### config.mk
export PLATFORM = sky130hd
export DESIGN_NAME = bcd_converter_flat
export DESIGN_NICKNAME = d
export VERILOG_FILES = /design/src/rtl/bcd_converter_if.sv /design/src/rtl/bcd_converter.sv /design/src/flat_wrapper.sv
export SDC_FILE = /design/constraint.sdc
export NUM_CORES = 1
export LEC_CHECK = 0
export BUFFER_PORTS_ARGS = -buffer_cell sky130_fd_sc_hd__buf_2
export CAP_MARGIN = 20
export CORE_UTILIZATION = 45
export CTS_CLUSTER_SIZE = 25
export DETAILED_ROUTE_END_ITERATION = 8
export PLACE_DENSITY = 0.65
export SKIP_LAST_GASP = 1
export SLEW_MARGIN = 10
export SYNTH_ARGS = -nofsm -noshare
export SYNTH_HDL_FRONTEND = slang
export SYNTH_SLANG_ARGS = --single-unit
export TNS_END_PERCENT = 5
### constraint.sdc
create_clock -name i_Clock -period 2.2 [get_ports i_Clock]
set_input_delay 0 -clock i_Clock [delete_from_list [all_inputs] [get_ports i_Clock]]
set_output_delay 0 -clock i_Clock [all_outputs]
set_load 0.02 [all_outputs]
### src/rtl/bcd_converter_if.sv
// Start/result bundle for the binary-to-BCD converter.
// o_Blank is present only when BCD_BLANK_EN is defined.
interface bcd_converter_if #(
    parameter int WIDTH  = 16,
    parameter int DIGITS = 5
);
    logic                  i_Start;
    logic [WIDTH-1:0]      i_Value;
    logic                  o_Busy;
    logic                  o_Done;
    logic [4*DIGITS-1:0]   o_Bcd;
`ifdef BCD_BLANK_EN
    logic [DIGITS-1:0]     o_Blank;

    modport master (
        output i_Start, i_Value,
        input  o_Busy, o_Done, o_Bcd, o_Blank
    );

    modport slave (
        input  i_Start, i_Value,
        output o_Busy, o_Done, o_Bcd, o_Blank
    );
`else
    modport master (
        output i_Start, i_Value,
        input  o_Busy, o_Done, o_Bcd
    );

    modport slave (
        input  i_Start, i_Value,
        output o_Busy, o_Done, o_Bcd
    );
`endif
endinterface

### src/rtl/bcd_converter.sv
// Sequential double-dabble binary-to-BCD converter, one bit per clock.
// Optional leading-zero flags on o_Blank when BCD_BLANK_EN is defined.
module bcd_converter #(
    parameter int WIDTH  = 16,
    parameter int DIGITS = 5
) (
    input  logic           i_Clock,
    input  logic           i_Reset_n,
    bcd_converter_if.slave bus
);
    localparam int CW = $clog2(WIDTH + 1);
    localparam int BW = 4 * DIGITS;

    typedef enum logic {IDLE, SHIFT} state_t;

    state_t          state, next_state;
    logic [WIDTH-1:0] shreg, next_shreg;
    logic [BW-1:0]   scratch, next_scratch;
    logic [CW-1:0]   cnt, next_cnt;
    logic            busy, next_busy;
    logic            done, next_done;
    logic [BW-1:0]   bcd, next_bcd;
    logic [BW-1:0]   adj;
    logic [BW-1:0]   shifted;

    // Add-3 correction on every digit >= 5, then shift in the next binary bit
    always_comb begin
        adj = scratch;
        for (int k = 0; k < DIGITS; k++) begin
            if (adj[4*k +: 4] >= 4'd5)
                adj[4*k +: 4] = adj[4*k +: 4] + 4'd3;
        end
        shifted = {adj[BW-2:0], shreg[WIDTH-1]};
    end

    always_ff @(posedge i_Clock) begin
        if (!i_Reset_n) begin
            state   <= IDLE;
            shreg   <= '0;
            scratch <= '0;
            cnt     <= '0;
            busy    <= 1'b0;
            done    <= 1'b0;
            bcd     <= '0;
        end else begin
            state   <= next_state;
            shreg   <= next_shreg;
            scratch <= next_scratch;
            cnt     <= next_cnt;
            busy    <= next_busy;
            done    <= next_done;
            bcd     <= next_bcd;
        end
    end

    always_comb begin
        next_state   = state;
        next_shreg   = shreg;
        next_scratch = scratch;
        next_cnt     = cnt;
        next_busy    = busy;
        next_done    = 1'b0;
        next_bcd     = bcd;
        unique case (state)
            IDLE: begin
                if (bus.i_Start) begin
                    next_shreg   = bus.i_Value;
                    next_scratch = '0;
                    next_cnt     = CW'(WIDTH);
                    next_busy    = 1'b1;
                    next_state   = SHIFT;
                end
            end
            SHIFT: begin
                next_scratch = shifted;
                next_shreg   = {shreg[WIDTH-2:0], 1'b0};
                next_cnt     = cnt - CW'(1);
                if (cnt == CW'(1)) begin
                    next_bcd   = shifted;
                    next_done  = 1'b1;
                    next_busy  = 1'b0;
                    next_state = IDLE;
                end
            end
            default: next_state = IDLE;
        endcase
    end

    assign bus.o_Busy = busy;
    assign bus.o_Done = done;
    assign bus.o_Bcd  = bcd;

`ifdef BCD_BLANK_EN
    logic [DIGITS-1:0] blank, next_blank;
    logic [DIGITS-1:0] blank_calc;
    logic              zero_run;

    // A digit blanks only when it and every digit above it are zero
    always_comb begin
        blank_calc = '0;
        zero_run   = 1'b1;
        for (int k = DIGITS - 1; k >= 1; k--) begin
            zero_run      = zero_run && (shifted[4*k +: 4] == 4'd0);
            blank_calc[k] = zero_run;
        end
    end

    always_comb begin
        next_blank = blank;
        if (state == SHIFT && cnt == CW'(1))
            next_blank = blank_calc;
    end

    always_ff @(posedge i_Clock) begin
        if (!i_Reset_n)
            blank <= '0;
        else
            blank <= next_blank;
    end

    assign bus.o_Blank = blank;
`endif
endmodule
### src/flat_wrapper.sv
// flat-port wrapper written by rule: the top's interface ports become plain ports
module bcd_converter_flat 
#(
    parameter int WIDTH  = 16,
    parameter int DIGITS = 5
)
  (i_Clock, i_Reset_n, bus_i_Start, bus_i_Value, bus_o_Busy, bus_o_Done, bus_o_Bcd);
  bcd_converter_if #(.WIDTH(WIDTH), .DIGITS(DIGITS)) bus_i ();
  input  logic i_Clock;
  input  logic i_Reset_n;
  input wire logic [$bits(bus_i.i_Start)-1:0] bus_i_Start;
  input wire logic [$bits(bus_i.i_Value)-1:0] bus_i_Value;
  output wire logic [$bits(bus_i.o_Busy)-1:0] bus_o_Busy;
  output wire logic [$bits(bus_i.o_Done)-1:0] bus_o_Done;
  output wire logic [$bits(bus_i.o_Bcd)-1:0] bus_o_Bcd;
  assign bus_i.i_Start = bus_i_Start;
  assign bus_i.i_Value = bus_i_Value;
  assign bus_o_Busy = bus_i.o_Busy;
  assign bus_o_Done = bus_i.o_Done;
  assign bus_o_Bcd = bus_i.o_Bcd;
  bcd_converter #(.WIDTH(WIDTH), .DIGITS(DIGITS)) u_core (.i_Clock(i_Clock), .i_Reset_n(i_Reset_n), .bus(bus_i));
endmodule
==> results of run 1 <==
==> where the power goes <==
part | internal [mW] | switching, mW | total, mW
combinational | 0.0818 | 0.0992 | 0.181
clock | 0.616 | 0.454 | 1.07
sequential | 1.19 | 0.0252 | 1.21
==> routing by layer <==
metal | vias to the layer above | wire length (um)
met5 | - | 0
met4 | 0 | 129
met3 | 10 | 194
met2 | 33 | 2480
met1 | 1016 | 2914
li1 | 1157 | -
==> registers in the layout, summed over array words and instances, names as in the netlist <==
signal / cells
u_core.bus.o_Done: 1
u_core.scratch: 20
u_core.cnt: 5
u_core.state: 1
u_core.bus.o_Bcd: 20
u_core.bus.o_Busy: 1
u_core.shreg: 16
==> cells in the mapped netlist <==
cell type  instances  area share (%)
a21boi_0           5             1.3
a21boi_2           1            0.39
a21oi_1           17             2.9
a22o_1            21             6.4
and2_1            18             3.9
buf_2              7             1.2
buf_4              2            0.52
buf_6              2            0.78
clkbuf_1           6            0.78
dfxtp_1           64              44
ha_1              12             5.2
inv_1             12             1.6
inv_2              1            0.13
mux2i_1           22             7.6
nand2_1           32             4.2
nand2_2            1            0.22
nand2b_1           5             1.1
nand3_1            5            0.86
nor2_1             1            0.13
nor2_2             1            0.22
nor2b_1            7             1.5
nor3_1             3            0.52
nor3b_1           15             3.9
nor4b_4            1            0.82
o21a_1             2            0.52
o21ai_0           40             6.9
o221a_2            1            0.39
xnor2_1            6             1.8
==> through the flow <==
step | worst slack [ns] | area (um^2) | hold slack [ns] | instances | utilization, %
2_1_floorplan | 0.8315 | 2893 | 0.1694 | 310 | -
3_3_place_gp | 0.3895 | 3122 | 0.3071 | 412 | 51.51
3_5_place_dp | 0.3601 | 3122 | 0.3107 | 412 | 51.51
4_1_cts | 0.3458 | 3368 | 0.03672 | 431 | 55.57
5_1_grt | 0.2279 | 3368 | 0.06385 | 431 | 55.57
6_report | 0.3603 | 3368 | 0.04573 | 431 | 55.57
==> cells in the final DEF, fill, tap and decap left out, types with 7 or more instances in the layout <==
cell      netlist  layout
dfxtp_1        64      64
o21ai_0        40      40
buf_2           7      40
nand2_1        32      32
mux2i_1        22      22
a22o_1         21      21
and2_1         18      18
a21oi_1        17      17
nor3b_1        15      15
inv_1          12      12
ha_1           12      12
clkbuf_8        0      12
nor2b_1         7       7
==> kinds of logic (layout without fill, tap and decap cells) <==
| kind of cell | after synthesis | in the layout |
|---|---|---|
| compound gates | 87 | 87 |
| flops | 64 | 64 |
| fa+ha+maj | 12 | 12 |
| xor+xnor | 6 | 6 |
| mux | 22 | 22 |
| simple gates | 89 | 89 |
| buf+inv | 30 | 76 |
==> what timing repair did <==
item | CTS | global route
buffers inserted | 0 | 0
endpoints found under the hold margin | 4 | 0
hold buffers | 3 | 0
setup endpoints to repair | 0 | 0
==> critical path, stage by stage, from the launching register on <==
cell	delay (ns)
dfxtp_1	0.34
inv_1	0.07
ha_1	0.18
nor4b_4	0.13
a21boi_2	0.79
a22o_1	0.27
==> final timing paths <==
check	startpoint	end	slack, ns	cells past startpoint
max	u_core.cnt[1]$_SDFFE_PN0P_	u_core.bus.o_Bcd[6]$_SDFFE_PN0P_	0.36	5
max reg2reg	u_core.cnt[1]$_SDFFE_PN0P_	u_core.bus.o_Bcd[6]$_SDFFE_PN0P_	0.36	5
min	bus_i_Value[7]	u_core.shreg[7]$_SDFFE_PN0P_	0.05	4
min reg2reg	u_core.bus.o_Bcd[12]$_SDFFE_PN0P_	u_core.bus.o_Bcd[12]$_SDFFE_PN0P_	0.45	2
==> area by class of cell <==
cell class	count	area (um^2)	share of cell area [%]
multi-input combinational	216	1468	43.57
sequential	64	1281	38.04
timing repair buffer	47	260.3	7.727
clock buffer	12	165.2	4.903
tap	75	93.84	2.786
clock inverter	4	51.30	1.523
inverter	13	48.80	1.449
==> qor.yml, run 1 <==
outcome:
  status: "finished clean"
global_routing:
  grt_pass1_vias: 2000
  grt_use_total_pct: 18.24
  busiest_layer: "met2"
  antenna_found_initial: 0
  grt_util_met3_pct: 4.615
  groute.layer.met1.usage_pct: 22.82
  use_met2_pct: 28.18
  grt_overflow: 0
  grt_pass1_wl_um: 9094
  grt_max_degree: 50
detailed_routing:
  drc: 0
  wl_per_cell_um: 13.27
  drt_iter0_drc: 31
  viasPerCell: 5.142
  drt_pass1_iterations: 4
  vias: 2216
  ant_nets: 0
  wl_um: 5718
layout:
  nFillCells: 565
  diodes: 0
  area_growth_pct: 16.44
  fin_nets: 382
  drive_gt1_share_pct: 18.54
synth:
  synth-xor-area-share_pct: 1.817
  synth_cells: 310
  yosysWarningCount: 0
  synth_compound_area_share_pct: 18.81
  synth_fa_ha_area_share_pct: 5.190
  synth_sequential_area_ratio_pct: 44.29
  synthSimpleGateAreaFrac_pct: 17.30
  synth_nets: 341
  ys_ff_latch: 64
  ys_types: 28
  synth_top_family_by_area: "compound AO/OA/AOI/OAI gates"
  synthMuxAreaShare_pct: 7.612
  syn_area_per_cell_um2: 9.332
  netlist_area_mm2: 0.002893
sta:
  finalSetupViolCount: 0
  finalHoldViolations: 0
  finalMaxSlewViolations: 0
  max_slew_margin_pct: 29.34
  layout_min_cycle_time_ns: 1.840
  final.setup.tns_ns: 0
  fmax_mhz: 543.6
  timing.final.crit_share_pct: 83.62
  clock_skew_ns: 0.01075
  tightestPinTransition_ns: 1.054
  rsz0062_at_grt: "false"
pwr:
  p_leak_nw: 1.400
  vdd.ir_drop.worst_v: 0.0005114
  power_density_mw_per_mm2: 731.8
  finalPower_mw: 2.465
placed_design:
  portBuffers: 40
  place_hpwl_um: 3784
  gp_congestion: 0.7500
clock_network:
  cts_tree: "done"
  cts.htree.levels: 3
  clock_latency_ns: 0.34
  cts_buffers: 9
  clock_path_buffers: 2
  cts_sinks: 64
  cts_resized: 0
  clk_pin_slew_ns: 0.07
  cts_root_buf: "clkbuf_8"
setup_path:
  worst-endpoint-arrival_ns: 2.13
  crit_path_max_fanout: 22
  critPathKind: "reg -> reg"
  critPathLaunchType: "flip-flop"
  endpoint_kind: "flip-flop"
  required_ns: 2.49
die:
  die-area_mm2: 0.006753
  fp-row-count: 28
  start_util_pct: 47.73
  chipHeight_um: 82.18
  die_x_um: 82.18
  coreArea_mm2: 0.006061
  io_pins: 41
worst_hold_path:
  min_path_type: "in -> reg"
run:
  cap_violations: 0
Note: power is estimated with default switching activity, not from simulation.
==> run 2: changes to the inputs <==
--- a/config.mk
+++ b/config.mk
@@ -5,12 +5,12 @@
 export SDC_FILE = /design/constraint.sdc
 export NUM_CORES = 1
 export LEC_CHECK = 0
+export ABC_AREA = 1
 export BUFFER_PORTS_ARGS = -buffer_cell sky130_fd_sc_hd__buf_2
 export CAP_MARGIN = 20
 export CORE_UTILIZATION = 45
 export CTS_CLUSTER_SIZE = 25
 export DETAILED_ROUTE_END_ITERATION = 8
-export PLACE_DENSITY = 0.65
 export SKIP_LAST_GASP = 1
 export SLEW_MARGIN = 10
 export SYNTH_ARGS = -nofsm -noshare
==> constraint.sdc (replaced) <==
create_clock -name i_Clock -period 1.9 [get_ports i_Clock]
set_input_delay 0 -clock i_Clock [delete_from_list [all_inputs] [get_ports i_Clock]]
set_output_delay 0 -clock i_Clock [all_outputs]
set_load 0.02 [all_outputs]
==> qor.yml, run 2 <==
detailed_routing:
  wl_um: 6454
  wl_per_cell_um: 11.69
  vias: 2770
  ant_nets: 0
  viasPerCell: 5.018
  drt_iter0_drc: 126
  drt_pass1_iterations: 8
  drc: 3
synth:
  netlist_area_mm2: 0.003087
  synth_ff_type: "dfxtp_1"
  syn_area_per_cell_um2: 7.280
  synth_top_cell_by_area: "dfxtp_1"
  async_flop_share_pct: 0
  ys_types: 26
  synth_top_cells_by_count: "141 x nand2_1, 64 x dfxtp_1, 51 x inv_1, 47 x nand3_1, 36 x a21oi_1"
  synth_cells: 424
  synth.area.top_cells: "dfxtp_1 42%, nand2_1 17%, nand3_1 7.6%"
  ys_ff_latch: 64
  synth_edf_count: 0
  synth.most_common_cell: "nand2_1"
  yosysWarningCount: 0
  yosysTopAreaCellShare_pct: 41.51
  synth_sequential_area_ratio_pct: 41.51
  synth_nets: 455
pwr:
  power_density_mw_per_mm2: 756.6
  p_leak_nw: 1.767
  vdd.ir_drop.worst_v: 0.0004201
global_routing:
  busiest_layer: "met2"
  use_met2_pct: 33.33
  antenna_found_initial: 0
  grt_util_met3_pct: 4.377
  grt_pass1_vias: 2569
  groute.layer.met1.usage_pct: 24.18
  grt_use_total_pct: 19.67
  grt_max_degree: 25
  grt_pass1_wl_um: 11230
  grt_overflow: 0
clock_network:
  cts_sinks: 64
  cts_resized: 0
  cts_buffers: 9
  clock_latency_ns: 0.34
  cts_root_buf: "clkbuf_8"
  clock_path_buffers: 2
  clk_pin_slew_ns: 0.07
  cts.htree.levels: 3
  cts_tree: "done"
worst_hold_path:
  min_path_type: "in -> reg"
sta:
  finalHoldViolations: 0
  finalMaxSlewViolations: 0
  tightestPinTransition_ns: 0.3782
  postLayoutSetupSlackWorst_ns: 0.4326
  timing.final.crit_share_pct: 77.23
  rsz0062_at_grt: "false"
  max_slew_margin_pct: 74.79
  final.setup.tns_ns: 0
  layout_min_cycle_time_ns: 1.467
  fmax_mhz: 681.5
  fin_hold_ws_ns: 0.01842
  finalSetupViolCount: 0
  clock_skew_ns: 0.005602
layout:
  fin_cells: 552
  final_util_pct: 54.83
  drive_gt1_share_pct: 15.16
  nFillCells: 651
  seq_area_mm2: 0.001281
  fin_nets: 503
  final_common_cell: "nand2_1"
  layout_common_cells: "141 x nand2_1, 64 x dfxtp_1, 51 x inv_1, 47 x nand3_1, 40 x buf_2"
  multi_input_area_mm2: 0.001461
  diodes: 0
  area_growth_pct: 15.36
placed_design:
  gp_congestion: 0.8000
  portBuffers: 40
  place_ws_ns: 0.4645
  place_hpwl_um: 4227
  place_inst: 527
setup_path:
  regToRegSetupSlack_ns: 0.43
  cp-startpoint: "u_core.scratch[4]$_SDFFE_PN0P_"
  endpoint_kind: "flip-flop"
  r2r-end: "u_core.scratch[6]$_SDFFE_PN0P_"
  critPathKind: "reg -> reg"
  critPathLaunchType: "flip-flop"
  reg2reg_depth: 8
  r2r_start: "u_core.scratch[4]$_SDFFE_PN0P_"
  worst-endpoint-arrival_ns: 1.69
  required_ns: 2.12
  cp-endpoint: "u_core.scratch[6]$_SDFFE_PN0P_"
  crit_path_max_fanout: 5
die:
  start_util_pct: 47.52
  die_x_um: 84.82
  die-area_mm2: 0.007194
  io_pins: 41
  chipHeight_um: 84.82
  fp-row-count: 29
  coreArea_mm2: 0.006495
outcome:
  status: "finished, violations left"
  violations: "design-rule violations"
run:
  cap_violations: 0
==> run 2: cell types whose count changed in the layout (fill, tap and decap cells not counted), sizes merged, moves of 7 or more <==
cell | before | now
nand4 | 0 | 11
and2 | 18 | 0
o21ai | 40 | 15
dlygate4sd3 | 3 | 11
nand3 | 5 | 51
a22o | 21 | 0
inv | 13 | 53
nand2 | 33 | 142
mux2i | 22 | 0
nor3b | 15 | 0
nor2b | 7 | 0
a21oi | 17 | 36
==> run 2: routing by layer <==
layer  wire, um  part of all wire (%)  vias to the layer above
met1       3173                    49                     1238
met2       2964                    46                       53
li1           -                     -                     1469
met3        229                   3.5                       10
met5          0                     0                        -
met4         87                   1.3                        0
==> run 2: repair_timing <==
action	CTS	global route
endpoints found under the hold margin	11	0
endpoints found under the setup margin	0	0
setup buffers	0	0
hold buffers	11	0
==> run 2: how the worst min path moves through the flow <==
| stage | from | end | slack, ns | cells after the start |
|---|---|---|---|---|
| floorplan | bus_i_Value[0] | u_core.shreg[0]$_SDFFE_PN0P_ | 0.16 | 2 |
| global placement | bus_i_Value[0] | u_core.shreg[0]$_SDFFE_PN0P_ | 0.29 | 3 |
| detailed placement | bus_i_Value[4] | u_core.shreg[4]$_SDFFE_PN0P_ | 0.31 | 5 |
| CTS | bus_i_Value[6] | u_core.shreg[6]$_SDFFE_PN0P_ | 0.005 | 5 |
| global route | bus_i_Value[6] | u_core.shreg[6]$_SDFFE_PN0P_ | 0.04 | 5 |
| finish | bus_i_Value[14] | u_core.shreg[14]$_SDFFE_PN0P_ | 0.02 | 5 |
==> run 2: logic make-up (layout without fill, tap and decap cells) <==
logic type | Yosys count | in the layout | synth area share [%]
AND/OR/NAND/NOR | 214 | 214 | 30.81
buffers and inverters | 72 | 123 | 11.15
flip-flops | 64 | 64 | 41.51
AO/OA/AOI/OAI | 62 | 62 | 11.67
adder cells (fa/ha/maj) | 12 | 12 | 4.864
==> run 2: worst max-delay path, cell delays in order (launching register included) <==
cell     delay (ns)
dfxtp_1        0.41
inv_1          0.10
ha_1           0.20
inv_1          0.09
nand2_1        0.10
nand3_1        0.18
nand2_1        0.11
nand3_1        0.09
a21oi_1        0.07
==> run 2: where the power goes <==
part           switching (mW)  total, mW  internal (mW)
registers              0.0212       1.40           1.38
clock network           0.492       1.06          0.568
logic                   0.149      0.236         0.0876
total                   0.662       2.69           2.03
==> run 2: final cells by class <==
class	count	area share, %
clock buffer	14	4.849
inverter	53	5.657
multi-input combinational	288	41.04
sequential	64	35.98
tap	77	2.706
timing repair buffer	56	9.768
==> run 2: stage by stage <==
| step | area, um^2 | total power [mW] |
|---|---|---|
| CTS | 3561 | 2.731 |
| global placement | 3278 | 1.647 |
| finish | 3561 | 2.694 |
| floorplan | 3087 | 1.604 |
| global route | 3561 | 2.826 |
| detailed placement | 3278 | 1.650 |
==> run 3: changes to the inputs <==
--- a/config.mk
+++ b/config.mk
@@ -11,6 +11,7 @@
 export CORE_UTILIZATION = 45
 export CTS_CLUSTER_SIZE = 25
 export DETAILED_ROUTE_END_ITERATION = 8
+export PLACE_DENSITY = 0.67
 export SKIP_LAST_GASP = 1
 export SLEW_MARGIN = 10
 export SYNTH_ARGS = -nofsm -noshare
==> constraint.sdc (replaced) <==
create_clock -name i_Clock -period 1.25 [get_ports i_Clock]
set_input_delay 0 -clock i_Clock [delete_from_list [all_inputs] [get_ports i_Clock]]
set_output_delay 0 -clock i_Clock [all_outputs]
set_load 0.02 [all_outputs]
==> qor.yml, run 3 (synthesis results as in run 2) <==
outcome:
  status: "finished, violations left"
  violations: "design-rule violations, negative setup slack"
setup_path:
  endpoint_kind: "flip-flop"
  slowest_delay_ns: 0.31
  worstPathCellList: "inv_1 -> ha_1 -> nand3_2 -> nor3_4 -> buf_12 -> nand3_1 -> nand2_1"
  critPathSlowestCell: "dfxtp_1"
  required_ns: 1.54
  critPathKind: "reg -> reg"
  critPathLaunchType: "flip-flop"
  crit_path_max_fanout: 14
  worst-endpoint-arrival_ns: 1.57
die:
  fp-row-count: 29
  coreArea_mm2: 0.006495
  die-area_mm2: 0.007194
  die_x_um: 84.82
  start_util_pct: 47.52
  io_pins: 41
  chipHeight_um: 84.82
global_routing:
  grt_max_degree: 24
  antenna_found_initial: 0
  grt_pass1_wl_um: 11560
  grt_use_total_pct: 20.54
  grt_overflow: 0
  grt_pass1_vias: 2629
pwr:
  p_int_mw: 3.171
  vdd.ir_drop.worst_v: 0.0008127
  power.switching_mw: 1.083
  pwr-share-seq_pct: 49.8
  power_density_mw_per_mm2: 1101
  clkPwrFrac_pct: 40.5
  p_sw_share_pct: 25.47
  p_leak_nw: 1.943
  combPwrFrac_pct: 9.6
placed_design:
  gp_congestion: 0.8494
  place_hpwl_um: 4498
  place_ws_ns: -0.09012
  portBuffers: 40
run:
  cap_violations: 0
clock_network:
  cts.repair_timing.setup_buffer_count: 0
  clk_pin_slew_ns: 0.07
  clock_path_buffers: 2
  clock_latency_ns: 0.35
  cts.htree.levels: 3
  cts_tree: "done"
  cts_buffers: 9
  cts_sinks: 64
  cts_root_buf: "clkbuf_8"
detailed_routing:
  ant_nets: 0
  drt_iter0_drc: 179
  met3_length_um: 255
  top_layer: "met4"
  drt_pass1_iterations: 7
  viasPerCell: 5.060
  wl_met1_um: 3229
  wl_per_cell_um: 12.02
  routed-wl-met2_um: 3340
  wl_um: 6957
  drc: 3
  vias: 2930
sta:
  timing.final.crit_share_pct: 102.6
  max_slew_margin_pct: 82.35
  postLayoutSetupSlackWorst_ns: -0.03245
  layout_min_cycle_time_ns: 1.282
  clock_skew_ns: 0.01069
  finalMaxSlewViolations: 0
  tightestPinTransition_ns: 0.2643
  finalHoldViolations: 0
  rsz0062_at_grt: "true"
  finalSetupViolCount: 7
  fmax_mhz: 779.8
layout:
  area_growth_pct: 25.17
  drive_gt1_share_pct: 24.50
  final_common_cell: "nand2_1"
  layout_common_cells: "138 x nand2_1, 56 x dfxtp_1, 47 x inv_1, 41 x nand3_1, 40 x buf_2"
  final_util_pct: 59.49
  fin_nets: 528
  diodes: 0
worst_hold_path:
  min_path_type: "in -> reg"
run 3: cell types whose count changed in the layout (fill, tap and decap cells not counted), sizes merged:
cell         change
clkbuf           -4
buf             +24
clkinv           +3
bufinv           +1
dlygate4sd3      +1
clkinvlp         +2
run 3: path summary, 6_finish.rpt:
check	start	to	slack (ns)	cells past startpoint
max	u_core.cnt[1]$_SDFFE_PN0P_	u_core.bus.o_Bcd[4]$_SDFFE_PN0P_	-0.03	7
min	bus_i_Value[5]	u_core.shreg[5]$_SDFFE_PN0P_	0.01	5
max reg2reg	u_core.cnt[1]$_SDFFE_PN0P_	u_core.bus.o_Bcd[4]$_SDFFE_PN0P_	-0.03	7
min reg2reg	u_core.bus.o_Bcd[3]$_SDFFE_PN0P_	u_core.bus.o_Bcd[3]$_SDFFE_PN0P_	0.44	2
run 3: metrics by stage:
stage	setup TNS [ns]	instance area, um^2	instances	hold slack, ns	power (mW)
5_1_grt	-3.481	3864	579	0.04518	4.446
3_5_place_dp	-1.062	3483	551	0.2968	2.547
2_1_floorplan	0	3087	424	0.1644	2.438
4_1_cts	-0.1254	3819	579	0.005454	4.305
6_report	-0.09755	3864	579	0.01294	4.255
3_3_place_gp	-0.2187	3483	551	0.2868	2.540
run 3: repair_timing:
item | in CTS | in global routing
pin swaps | 0 | 2
endpoints found under the hold margin | 12 | 0
hold buffers | 12 | 0
gates resized for setup | 10 | 18
setup endpoints to repair | 36 | 43
run 3: power by group through the flow:
stage | clock network [mW] | logic (mW) | registers [mW]
3_5_place_dp | 0 | 0.376 | 2.17
3_3_place_gp | 0 | 0.372 | 2.17
5_1_grt | 1.86 | 0.463 | 2.12
2_1_floorplan | 0 | 0.275 | 2.16
6_report | 1.72 | 0.410 | 2.12
4_1_cts | 1.77 | 0.407 | 2.12
run 3: final cells by class:
class	instances	area, um^2
tap	77	96.34
timing repair buffer	81	563.0
clock buffer	10	127.6
inverter	53	203.9
multi-input combinational	288	1516
sequential	64	1296
fill	620	2631
clock inverter	6	60.06
run 3: metal layers:
| layer | global-route usage [%] | vias to the layer above |
|---|---|---|
| li1 | - | 1520 |
| met1 | 25.05 | 1320 |
| met2 | 34.29 | 79 |
| met3 | 3.696 | 11 |
| met4 | 11.71 | 0 |
| met5 | 0 | - |
run 3: critical path, delay by kind of cell, from the launching register on:
family | cells | cell delay [ns]
and+or+nand+nor | 4 | 0.49
DFF | 1 | 0.31
buffers and inverters | 2 | 0.25
adders and majority gates | 1 | 0.16
